## src/rtl/fp_mul_pkg.sv

```systemverilog
// Shared definitions for the pipelined floating-point multiplier.
// Contents: operand classes, flag bit positions, rounding modes and the
// exponent-bias helper used to size lane constants.
package fp_mul_pkg;

  // Operand class produced while unpacking an input.
  typedef enum logic [2:0] {
    FP_ZERO,
    FP_NORM,
    FP_INF,
    FP_QNAN,
    FP_SNAN
  } fp_class_e;

  // Rounding mode, captured with the operands.
  typedef enum logic {
    RM_RNE = 1'b0,
    RM_RTZ = 1'b1
  } rm_e;

  // Bit positions inside the 4-bit flag word {invalid,overflow,underflow,inexact}.
  localparam int FLAG_W  = 4;
  localparam int FLG_INV = 3;
  localparam int FLG_OVF = 2;
  localparam int FLG_UNF = 1;
  localparam int FLG_INX = 0;

  function automatic int bias(input int exp_w);
    return (1 << (exp_w - 1)) - 1;
  endfunction

endpackage

```

## src/rtl/fp_mul_lane.sv

```systemverilog
// One floating-point multiplier lane, three registered stages.
// Ports:
//   clk, rst_n  clock, asynchronous active-low reset (clears every register)
//   en          advance enable; when low every stage holds its contents
//   a, b        operands {sign, exponent, stored mantissa}
//   rm          rounding mode (0 = nearest-even, 1 = toward zero)
//   result      registered product
//   flags       registered {invalid, overflow, underflow, inexact}
module fp_mul_lane
  import fp_mul_pkg::*;
#(
  parameter int EXP_W = 5,
  parameter int MAN_W = 10
) (
  input  logic                   clk,
  input  logic                   rst_n,
  input  logic                   en,
  input  logic [EXP_W+MAN_W:0]   a,
  input  logic [EXP_W+MAN_W:0]   b,
  input  logic                   rm,
  output logic [EXP_W+MAN_W:0]   result,
  output logic [FLAG_W-1:0]      flags
);

  localparam int W   = 1 + EXP_W + MAN_W;
  localparam int EW2 = EXP_W + 2;
  localparam int PW  = 2 * MAN_W + 2;
  localparam logic signed [EW2-1:0] BIAS  = EW2'(bias(EXP_W));
  localparam logic signed [EW2-1:0] EMAX  = EW2'((1 << EXP_W) - 1);
  localparam logic signed [EW2-1:0] EZERO = '0;
  localparam logic [W-1:0] QNAN = {1'b0, {EXP_W{1'b1}}, 1'b1, {(MAN_W-1){1'b0}}};

  function automatic fp_class_e classify(input logic [W-1:0] x);
    if (x[W-2:MAN_W] == '0) return FP_ZERO;  // subnormals flushed here
    if (x[W-2:MAN_W] != '1) return FP_NORM;
    if (x[MAN_W-1:0] == '0) return FP_INF;
    return x[MAN_W-1] ? FP_QNAN : FP_SNAN;
  endfunction

  function automatic logic [MAN_W+1:0] round_mant(input logic [MAN_W:0] kept,
                                                   input logic g, input logic s,
                                                   input rm_e mode);
    logic up;
    up = (mode == RM_RNE) && g && (s || kept[0]);
    return {1'b0, kept} + {{(MAN_W+1){1'b0}}, up};
  endfunction

  // Range check after rounding: saturate high (inf or max finite) or flush low.
  function automatic logic [FLAG_W+W-1:0] sat_pack(input logic sign,
                                                   input logic signed [EW2-1:0] e,
                                                   input logic [MAN_W-1:0] m,
                                                   input rm_e mode, input logic inexact);
    logic [W-1:0]      r;
    logic [FLAG_W-1:0] f;
    f = '0;
    f[FLG_INX] = inexact;
    if (e >= EMAX) begin
      f[FLG_OVF] = 1'b1;
      f[FLG_INX] = 1'b1;
      r = (mode == RM_RTZ) ? {sign, {(EXP_W-1){1'b1}}, 1'b0, {MAN_W{1'b1}}}
                           : {sign, {EXP_W{1'b1}}, {MAN_W{1'b0}}};
    end else if (e <= EZERO) begin
      f[FLG_UNF] = 1'b1;
      f[FLG_INX] = 1'b1;
      r = {sign, {(W-1){1'b0}}};
    end else begin
      r = {sign, e[EXP_W-1:0], m};
    end
    return {f, r};
  endfunction

  // ---- stage 1: unpack, classify, resolve specials, exponent sum ----
  fp_class_e               ca_p0, cb_p0;
  logic                    sign_p0;
  logic signed [EW2-1:0]   exp_p0;
  logic                    spec_p0;
  logic [W-1:0]            spec_res_p0;
  logic [FLAG_W-1:0]       spec_flg_p0;

  always_comb begin
    ca_p0       = classify(a);
    cb_p0       = classify(b);
    sign_p0     = a[W-1] ^ b[W-1];
    exp_p0      = $signed({2'b00, a[W-2:MAN_W]}) + $signed({2'b00, b[W-2:MAN_W]}) - BIAS;
    spec_p0     = 1'b1;
    spec_res_p0 = '0;
    spec_flg_p0 = '0;
    if (ca_p0 inside {FP_QNAN, FP_SNAN} || cb_p0 inside {FP_QNAN, FP_SNAN}) begin
      spec_res_p0          = QNAN;
      spec_flg_p0[FLG_INV] = (ca_p0 == FP_SNAN) || (cb_p0 == FP_SNAN);
    end else if ((ca_p0 == FP_INF && cb_p0 == FP_ZERO) ||
                 (ca_p0 == FP_ZERO && cb_p0 == FP_INF)) begin
      spec_res_p0          = QNAN;
      spec_flg_p0[FLG_INV] = 1'b1;
    end else if (ca_p0 == FP_INF || cb_p0 == FP_INF) begin
      spec_res_p0 = {sign_p0, {EXP_W{1'b1}}, {MAN_W{1'b0}}};
    end else if (ca_p0 == FP_ZERO || cb_p0 == FP_ZERO) begin
      spec_res_p0 = {sign_p0, {(W-1){1'b0}}};
    end else begin
      spec_p0 = 1'b0;
    end
  end

  logic                  sign_p1, spec_p1;
  logic signed [EW2-1:0] exp_p1;
  logic [MAN_W:0]        ma_p1, mb_p1;
  rm_e                   rm_p1;
  logic [W-1:0]          spec_res_p1;
  logic [FLAG_W-1:0]     spec_flg_p1;

  always_ff @(posedge clk or negedge rst_n) begin
    if (!rst_n) begin
      sign_p1     <= 1'b0;
      spec_p1     <= 1'b0;
      exp_p1      <= '0;
      ma_p1       <= '0;
      mb_p1       <= '0;
      rm_p1       <= RM_RNE;
      spec_res_p1 <= '0;
      spec_flg_p1 <= '0;
    end else if (en) begin
      sign_p1     <= sign_p0;
      spec_p1     <= spec_p0;
      exp_p1      <= exp_p0;
      ma_p1       <= {1'b1, a[MAN_W-1:0]};
      mb_p1       <= {1'b1, b[MAN_W-1:0]};
      rm_p1       <= rm_e'(rm);
      spec_res_p1 <= spec_res_p0;
      spec_flg_p1 <= spec_flg_p0;
    end
  end

  // ---- stage 2: mantissa product and normalisation ----
  // The product is left-aligned instead of shifted right so the bit that a
  // right shift would drop stays available for the sticky OR.
  logic [PW-1:0]         prod_p1, mant_n_p1;
  logic signed [EW2-1:0] exp_n_p1;

  always_comb begin
    prod_p1 = {{(MAN_W+1){1'b0}}, ma_p1} * {{(MAN_W+1){1'b0}}, mb_p1};
    if (prod_p1[PW-1]) begin
      mant_n_p1 = prod_p1;
      exp_n_p1  = exp_p1 + EW2'(1);
    end else begin
      mant_n_p1 = prod_p1 << 1;
      exp_n_p1  = exp_p1;
    end
  end

  logic                  sign_p2, spec_p2;
  logic signed [EW2-1:0] exp_p2;
  logic [PW-1:0]         mant_p2;
  rm_e                   rm_p2;
  logic [W-1:0]          spec_res_p2;
  logic [FLAG_W-1:0]     spec_flg_p2;

  always_ff @(posedge clk or negedge rst_n) begin
    if (!rst_n) begin
      sign_p2     <= 1'b0;
      spec_p2     <= 1'b0;
      exp_p2      <= '0;
      mant_p2     <= '0;
      rm_p2       <= RM_RNE;
      spec_res_p2 <= '0;
      spec_flg_p2 <= '0;
    end else if (en) begin
      sign_p2     <= sign_p1;
      spec_p2     <= spec_p1;
      exp_p2      <= exp_n_p1;
      mant_p2     <= mant_n_p1;
      rm_p2       <= rm_p1;
      spec_res_p2 <= spec_res_p1;
      spec_flg_p2 <= spec_flg_p1;
    end
  end

  // ---- stage 3: round, renormalise, range check, special override ----
  logic                    g_p2, s_p2;
  logic [MAN_W+1:0]        rnd_p2;
  logic [MAN_W-1:0]        m_fin_p2;
  logic signed [EW2-1:0]   e_fin_p2;
  logic [FLAG_W+W-1:0]     out_p2;

  always_comb begin
    g_p2   = mant_p2[MAN_W];
    s_p2   = |mant_p2[MAN_W-1:0];
    rnd_p2 = round_mant(mant_p2[PW-1:MAN_W+1], g_p2, s_p2, rm_p2);
    if (rnd_p2[MAN_W+1]) begin
      m_fin_p2 = rnd_p2[MAN_W:1];
      e_fin_p2 = exp_p2 + EW2'(1);
    end else begin
      m_fin_p2 = rnd_p2[MAN_W-1:0];
      e_fin_p2 = exp_p2;
    end
    out_p2 = spec_p2 ? {spec_flg_p2, spec_res_p2}
                     : sat_pack(sign_p2, e_fin_p2, m_fin_p2, rm_p2, g_p2 | s_p2);
  end

  logic [W-1:0]      res_p3;
  logic [FLAG_W-1:0] flg_p3;

  always_ff @(posedge clk or negedge rst_n) begin
    if (!rst_n) begin
      res_p3 <= '0;
      flg_p3 <= '0;
    end else if (en) begin
      res_p3 <= out_p2[W-1:0];
      flg_p3 <= out_p2[FLAG_W+W-1:W];
    end
  end

  assign result = res_p3;
  assign flags  = flg_p3;

endmodule

```

## src/rtl/pipe_fp_mul.sv

```systemverilog
// Multi-lane pipelined floating-point multiplier (c = a*b), 3-cycle latency.
// Ports:
//   CLK_i, RST_i  clock, asynchronous active-low reset
//   valid_i/ready_o   input handshake for operands_i ({b,a} per lane) and rm_i
//   valid_o/ready_i   output handshake for result_o and flags_o
// All lanes share one handshake; the whole pipe stalls when the output
// register holds data that downstream is not taking.
module pipe_fp_mul
  import fp_mul_pkg::*;
#(
  parameter int EXP_W = 5,
  parameter int MAN_W = 10,
  parameter int LANES = 4
) (
  input  logic                                   CLK_i,
  input  logic                                   RST_i,
  input  logic                                   valid_i,
  output logic                                   ready_o,
  input  logic [LANES-1:0][1:0][EXP_W+MAN_W:0]   operands_i,
  input  logic                                   rm_i,
  output logic                                   valid_o,
  input  logic                                   ready_i,
  output logic [LANES-1:0][EXP_W+MAN_W:0]        result_o,
  output logic [LANES-1:0][FLAG_W-1:0]           flags_o
);

  logic vld_p1, vld_p2, vld_p3;
  logic en;

  // A bubble in the last stage lets the pipe advance even without ready_i.
  assign en      = !vld_p3 || ready_i;
  assign ready_o = en;
  assign valid_o = vld_p3;

  always_ff @(posedge CLK_i or negedge RST_i) begin
    if (!RST_i) begin
      vld_p1 <= 1'b0;
      vld_p2 <= 1'b0;
      vld_p3 <= 1'b0;
    end else if (en) begin
      vld_p1 <= valid_i;
      vld_p2 <= vld_p1;
      vld_p3 <= vld_p2;
    end
  end

  for (genvar l = 0; l < LANES; l++) begin : g_lane
    fp_mul_lane #(
      .EXP_W(EXP_W),
      .MAN_W(MAN_W)
    ) u_lane (
      .clk   (CLK_i),
      .rst_n (RST_i),
      .en    (en),
      .a     (operands_i[l][0]),
      .b     (operands_i[l][1]),
      .rm    (rm_i),
      .result(result_o[l]),
      .flags (flags_o[l])
    );
  end

endmodule

```

## config.mk

```make
export PLATFORM = sky130hd
export DESIGN_NAME = pipe_fp_mul
export DESIGN_NICKNAME = d
export VERILOG_FILES = /design/src/rtl/fp_mul_pkg.sv /design/src/rtl/fp_mul_lane.sv /design/src/rtl/pipe_fp_mul.sv
export SDC_FILE = /design/constraint.sdc
export NUM_CORES = 2
export LEC_CHECK = 0
export CAP_MARGIN = 5
export CORE_MARGIN = 4
export CORE_UTILIZATION = 65
export DETAILED_ROUTE_END_ITERATION = 16
export PLACE_DENSITY = 0.89
export SYNTH_ARGS = -nofsm -noshare
export SYNTH_HDL_FRONTEND = slang
export SYNTH_HIERARCHICAL = 1
export SYNTH_SLANG_ARGS = --single-unit
```

## constraint.sdc

```tcl
create_clock -name CLK_i -period 11.48 [get_ports CLK_i]
set_clock_uncertainty 0.05 [all_clocks]
set_input_delay 2.296 -clock CLK_i [delete_from_list [all_inputs] [get_ports CLK_i]]
set_output_delay 2.296 -clock CLK_i [all_outputs]
set_load 0.005 [all_outputs]
```

== Word-level counts from Yosys, hierarchy flattened ==
Index checks and enable logic that the tools add are counted.

* Word-level logic and storage cells: 408
* Latch bits: 0
* Bits in writable memories: 0
* Register bits: 469
* Input bits: 133
* Memories: 0
* Bits in read-only memories: 0
* Output and inout bits: 82

* Order comparisons: 8
* Add/subtract/negate cells: 20
* Divide/modulo/power cells: 0
* Reduce and logical (&&, ||, !) cells: 78
* $mul: 4
* Eq/ne operators: 32
* Multiplexer cells: 192
* Bitwise gates (word level): 9
* Shift operators: 0

{| class="wikitable"
|+ Operators by type and width
! kind !! count
|-
| 2-to-1 mux 16 bit || 16
|-
| 2-to-1 mux 3 bit || 56
|-
| 2-to-1 mux 15 bit || 8
|-
| multiplier 11 x 11 -> 22 bit || 4
|-
| 2-to-1 mux 22 bit || 4
|-
| 2-to-1 mux 1 bit || 84
|-
| logical NOT 10 bit || 8
|-
| 2-to-1 mux 20 bit || 4
|-
| adder 7 x 2 -> 7 bit, second input constant || 8
|-
| 2-to-1 mux 7 bit || 8
|-
| adder 11 x 1 -> 12 bit || 4
|-
| == test 3 x 2 -> 1 bit, second input constant || 16
|-
| 2-to-1 mux 11 bit || 4
|-
| logical NOT 5 bit || 8
|-
| 2-to-1 mux 10 bit || 4
|-
| != test 5 bit, second input constant || 8
|-
| OR reduction 10 bit || 4
|-
| >= comparator 7 x 6 -> 1 bit, second input constant || 4
|-
| less-or-equal comparator 7 x 1 -> 1 bit, second input constant || 4
|-
| subtractor 7 x 5 -> 7 bit, second input constant || 4
|-
| logical OR 1 bit || 25
|-
| adder 5 x 5 -> 6 bit || 4
|-
| == test 3 bit, second input constant || 8
|-
| logical NOT 3 bit || 8
|-
| 7 further kinds || 38
|}

== Depth between registers and ports, before layout ==
* Word-level depth: 14
* Mapped depth: 23

== Modules after synthesis ==
The synthesis kept the hierarchy.

{| class="wikitable"
|+ By module, submodules not included
! module !! cells an instance !! instances !! area an instance (µm²)
|-
| fp_mul_lane (g_lane[2].u_lane) || 961 || 1 || 8926.1
|-
| fp_mul_lane (g_lane[1].u_lane) || 970 || 1 || 8881.0
|-
| fp_mul_lane (g_lane[3].u_lane) || 938 || 1 || 8848.5
|-
| fp_mul_lane (g_lane[0].u_lane) || 939 || 1 || 8842.2
|-
| pipe_fp_mul || 7 || 1 || 126.4
|}

== Least setup slack after synthesis ==
OpenSTA, ideal clock, no wires.

* Path type: register to register
* Start: reg g_lane[0].u_lane.ma_p1[10]
* End: reg g_lane[0].u_lane.mant_p2[20]
* Required time: 11.342 ns
* Library setup time: 0.088 ns
* Setup slack: 5.888 ns
* Arrival: 5.454 ns
* Buffers on the path: 2
* Stages on the path, launching flop included: 21
* Period minus slack after synthesis: 5.592 ns
* Path through: dfrtp_1 clkbuf_1 nand2_1 fa_1 fa_1 inv_1 fa_1 fa_1 inv_1 fa_1 inv_1 ha_1 or4_1 o21ai_1 a21oi_2 a32oi_2 mux2i_1 buf_2 and4_1 a21oi_1 a41oi_1

* Longest elaborated chain between the ends: 2

{| class="wikitable"
|+ Ends and longest elaborated chain
! element !! RTL line !! RTL
|-
| start, declared || fp_mul_lane.sv:106 || <nowiki>logic [MAN_W:0] ma_p1, mb_p1;</nowiki>
|-
| start signal, assigned || fp_mul_lane.sv:125 || <nowiki>ma_p1 <= {1'b1, a[MAN_W-1:0]};</nowiki>
|-
| multiplier 11 x 11 -> 22 bit || fp_mul_lane.sv:140 || <nowiki>prod_p1 = {{(MAN_W+1){1'b0}}, ma_p1} * {{(MAN_W+1){1'b0}}, mb_p1};</nowiki>
|-
| 2-to-1 mux 22 bit || fp_mul_lane.sv:141 || <nowiki>if (prod_p1[PW-1]) begin</nowiki>
|-
| end signal, assigned || fp_mul_lane.sv:170 || <nowiki>mant_p2 <= mant_n_p1;</nowiki>
|-
| end, declared || fp_mul_lane.sv:152 || <nowiki>logic [PW-1:0] mant_p2;</nowiki>
|}

No other way between the ends.
A chain may end at the register's enable or synchronous reset.

== Worst setup path after layout ==
* Start: reg g_lane[0].u_lane.ma_p1[10]
* End: reg g_lane[0].u_lane.mant_p2[5]

Same word-level chain as after synthesis.

==> impl_metrics.ini <==
[clocking]
clkTransAtPathRegs_ns = 0.06
htree_levels = 2
clockBufferDepth = 3
cts_hold_buf = 0
cts_setup_buffers = 0
cts_resized = 0
cts.sinks = 367
clock-root-buffer = clkbuf_16
insertion_delay_ns = 0.57
numCtsBuffers = 41
tritoncts = yes

[detailed_routing]
vias_per_cell = 6.04
drc_errors = 0
initialDrtViolationCount = 2068
drt-pass1-iter-count = 6
vias = 27867
wl_per_cell_um = 18.0
ant_nets = 0
wl_um = 82900

[placement]
hpwlAfterDp_um = 62400
numPortBuffers = 214
place.gp.congestion = 0.935

[synth]
synth_cells = 3815
ys_warn_count = 6
syn_area_per_cell_um2 = 9.34
synth-edff-count = 0
synth.cell_area_mm2 = 0.0356
synth_flop_cell = dfrtp_1
ys_async_sr_fraction = 1.00
yosys_register_bits = 367
synth_fp_nets = 4564
synth_area_leader_cell = dfrtp_1
ys_types = 112
synth.top_cells.by_count = 467 x inv_1, 367 x dfrtp_1, 365 x nand2_1, 324 x fa_1, 292 x ha_1
synthMostInstantiatedCell = inv_1
synth_top_area_frac = 0.258
yosysSeqAreaShare = 0.258
netlist_top_cells_area = dfrtp_1 26%, fa_1 18%, ha_1 10%, and2_1 5.0%, inv_1 4.9%

[setup_path]
cp.required_ns = 11.90
worst-path-buf-inv = 3
arrival_ns = 7.58
cp-end-kind = register
cp_top_family = adder cells
critPathLaunchType = register
crit_chain = nand2_1 -> fa_1 -> fa_1 -> inv_1 -> fa_1 -> fa_1 -> inv_1 -> fa_1 -> inv_1 -> ha_1 -> or4_1 -> o21ai_1 -> a21oi_2 -> a32oi_2 -> mux2i_1 -> nand2_2 -> or2_2 -> a31oi_1
max_stage_delay_ns = 0.83
path_class = register to register
cp_max_fo = 25
crit_slowest_cell = mux2i_1
crit_top_cell = fa_1

[floorplanning]
die_w_um = 242
start_util = 0.659
core_area_mm2 = 0.0540
die_area_mm2 = 0.0586
rows = 85
die_y_um = 242
pin_count = 215

[timing]
rsz0062_at_grt = no
max_slew_margin = 0.304
finalHoldViolCount = 0
fin_crit_ns = 7.16
fmax_mhz = 140
setup_viol = 0
worst_pin_slew_ns = 1.04
period_share = 0.624
finalMaxSlewViolations = 0
fin_setup_tns_ns = 0

[final_layout]
num-nets-final = 4635
area_delta_synth_final_pct = 10.2
fill_cells = 3797
register_area_mm2 = 0.00918
drive_gt1_frac = 0.0694
diodes = 0
multi_input_area_mm2 = 0.0239

[global_routing]
antenna_found_initial = 2
grt_pass1_vias = 28626
grt_pass1_wl_um = 140000
grt_max_degree = 143
grt_overflow = 0
grt_util_all_layers = 0.284

[outcome]
status = complete, no violations

[run]
drv_cap = 0

[hold_path]
min_path_type = register to register
## cell families (layout without fill, tap and decap cells)
logic type | count (synthesis) | count (layout) | share of synthesized area
muxes | 184 | 184 | 0.0568
xor gates and xnor gates | 137 | 137 | 0.0344
and+or+nand+nor | 1263 | 1263 | 0.182
DFF | 367 | 367 | 0.258
AOI/OAI and AO/OA | 584 | 584 | 0.112
buffers and inverters | 664 | 767 | 0.0726
adders and majority gates | 616 | 616 | 0.285
## layout make-up
type / instances / area share
clock buffer: 56 / 0.0304
sequential: 367 / 0.234
inverter: 468 / 0.0448
timing repair buffer: 224 / 0.0572
clock inverter: 19 / 0.00367
multi-input combinational: 2784 / 0.608
tap: 696 / 0.0222
## final timing paths
check	startpoint	end	slack (ns)	depth (start not counted)
max	g_lane[0].u_lane/ma_p1[10]$_DFFE_PN0P_	g_lane[0].u_lane/mant_p2[5]$_DFFE_PN0P_	4.32	18
max in group asynchronous	RST_i	g_lane[2].u_lane/mant_p2[6]$_DFFE_PN0P_	7.57	3
min in group asynchronous	RST_i	g_lane[1].u_lane/spec_flg_p1[3]$_DFFE_PN0P_	1.64	1
max reg2reg	g_lane[0].u_lane/ma_p1[10]$_DFFE_PN0P_	g_lane[0].u_lane/mant_p2[5]$_DFFE_PN0P_	4.32	18
min	vld_p2$_DFFE_PN0P_	valid_o$_DFFE_PN0P_	0.42	1
min reg2reg	vld_p2$_DFFE_PN0P_	valid_o$_DFFE_PN0P_	0.42	1
## registers in the layout, summed over array words and instances (netlist names), 12 cells and up
signal / count
g_lane.u_lane/exp_p2: 28
g_lane.u_lane/spec_res_p1: 12
g_lane.u_lane/exp_p1: 28
g_lane.u_lane/spec_res_p2: 12
g_lane.u_lane/mant_p2: 88
g_lane.u_lane/result: 64
g_lane.u_lane/flags: 16
g_lane.u_lane/ma_p1: 44
g_lane.u_lane/mb_p1: 40
## per-layer routing
metal	global-route usage	part of all wire	wire length, µm
met1	0.368	0.41	33900
met5	0	0.00024	20
met2	0.488	0.50	41200
met4	0.104	0.035	2910
met3	0.0421	0.059	4860
## worst reg2reg max path, cell delays in order, from the launching register on
cell and delay [ns]:
dfrtp_1 0.73, nand2_1 0.17, fa_1 0.53, fa_1 0.55, inv_1 0.06, fa_1 0.49, fa_1 0.54, inv_1 0.05
fa_1 0.52, inv_1 0.04, ha_1 0.22, or4_1 0.54, o21ai_1 0.11, a21oi_2 0.09, a32oi_2 0.20, mux2i_1 0.83
nand2_2 0.65, or2_2 0.48, a31oi_1 0.19
## stage by stage
step                std cells  utilization  setup WS, ns  hold slack (ns)  area, µm²
floorplan                3815            -          5.89            0.382      35600
global placement         4539        0.702          4.56            0.393      37900
detailed placement       4539        0.702          4.32            0.410      37900
CTS                      4614        0.727          4.30            0.423      39300
global route             4614        0.727          3.83            0.443      39300
finish                   4614        0.727          4.32            0.421      39300
## cells in the final DEF (no fill, tap or decap), types with 41 or more instances in the layout
| master | synthesis | final |
|---|---|---|
| a21oi_1 | 182 | 182 |
| a31oi_1 | 70 | 70 |
| and2_1 | 285 | 285 |
| and3_1 | 43 | 43 |
| clkbuf_16 | 0 | 43 |
| clkdlybuf4s50_1 | 0 | 213 |
| dfrtp_1 | 367 | 367 |
| fa_1 | 324 | 324 |
| ha_1 | 292 | 292 |
| inv_1 | 467 | 467 |
| mux2_2 | 128 | 128 |
| mux2i_1 | 52 | 52 |
| nand2_1 | 365 | 365 |
| nand3_1 | 98 | 98 |
| nor2_1 | 231 | 231 |
| nor3_1 | 41 | 41 |
| o21ai_0 | 60 | 60 |
| xnor2_1 | 96 | 96 |
Power is not shown: default switching activity piles up to over one toggle a cycle in this logic, so the estimate is an artifact.
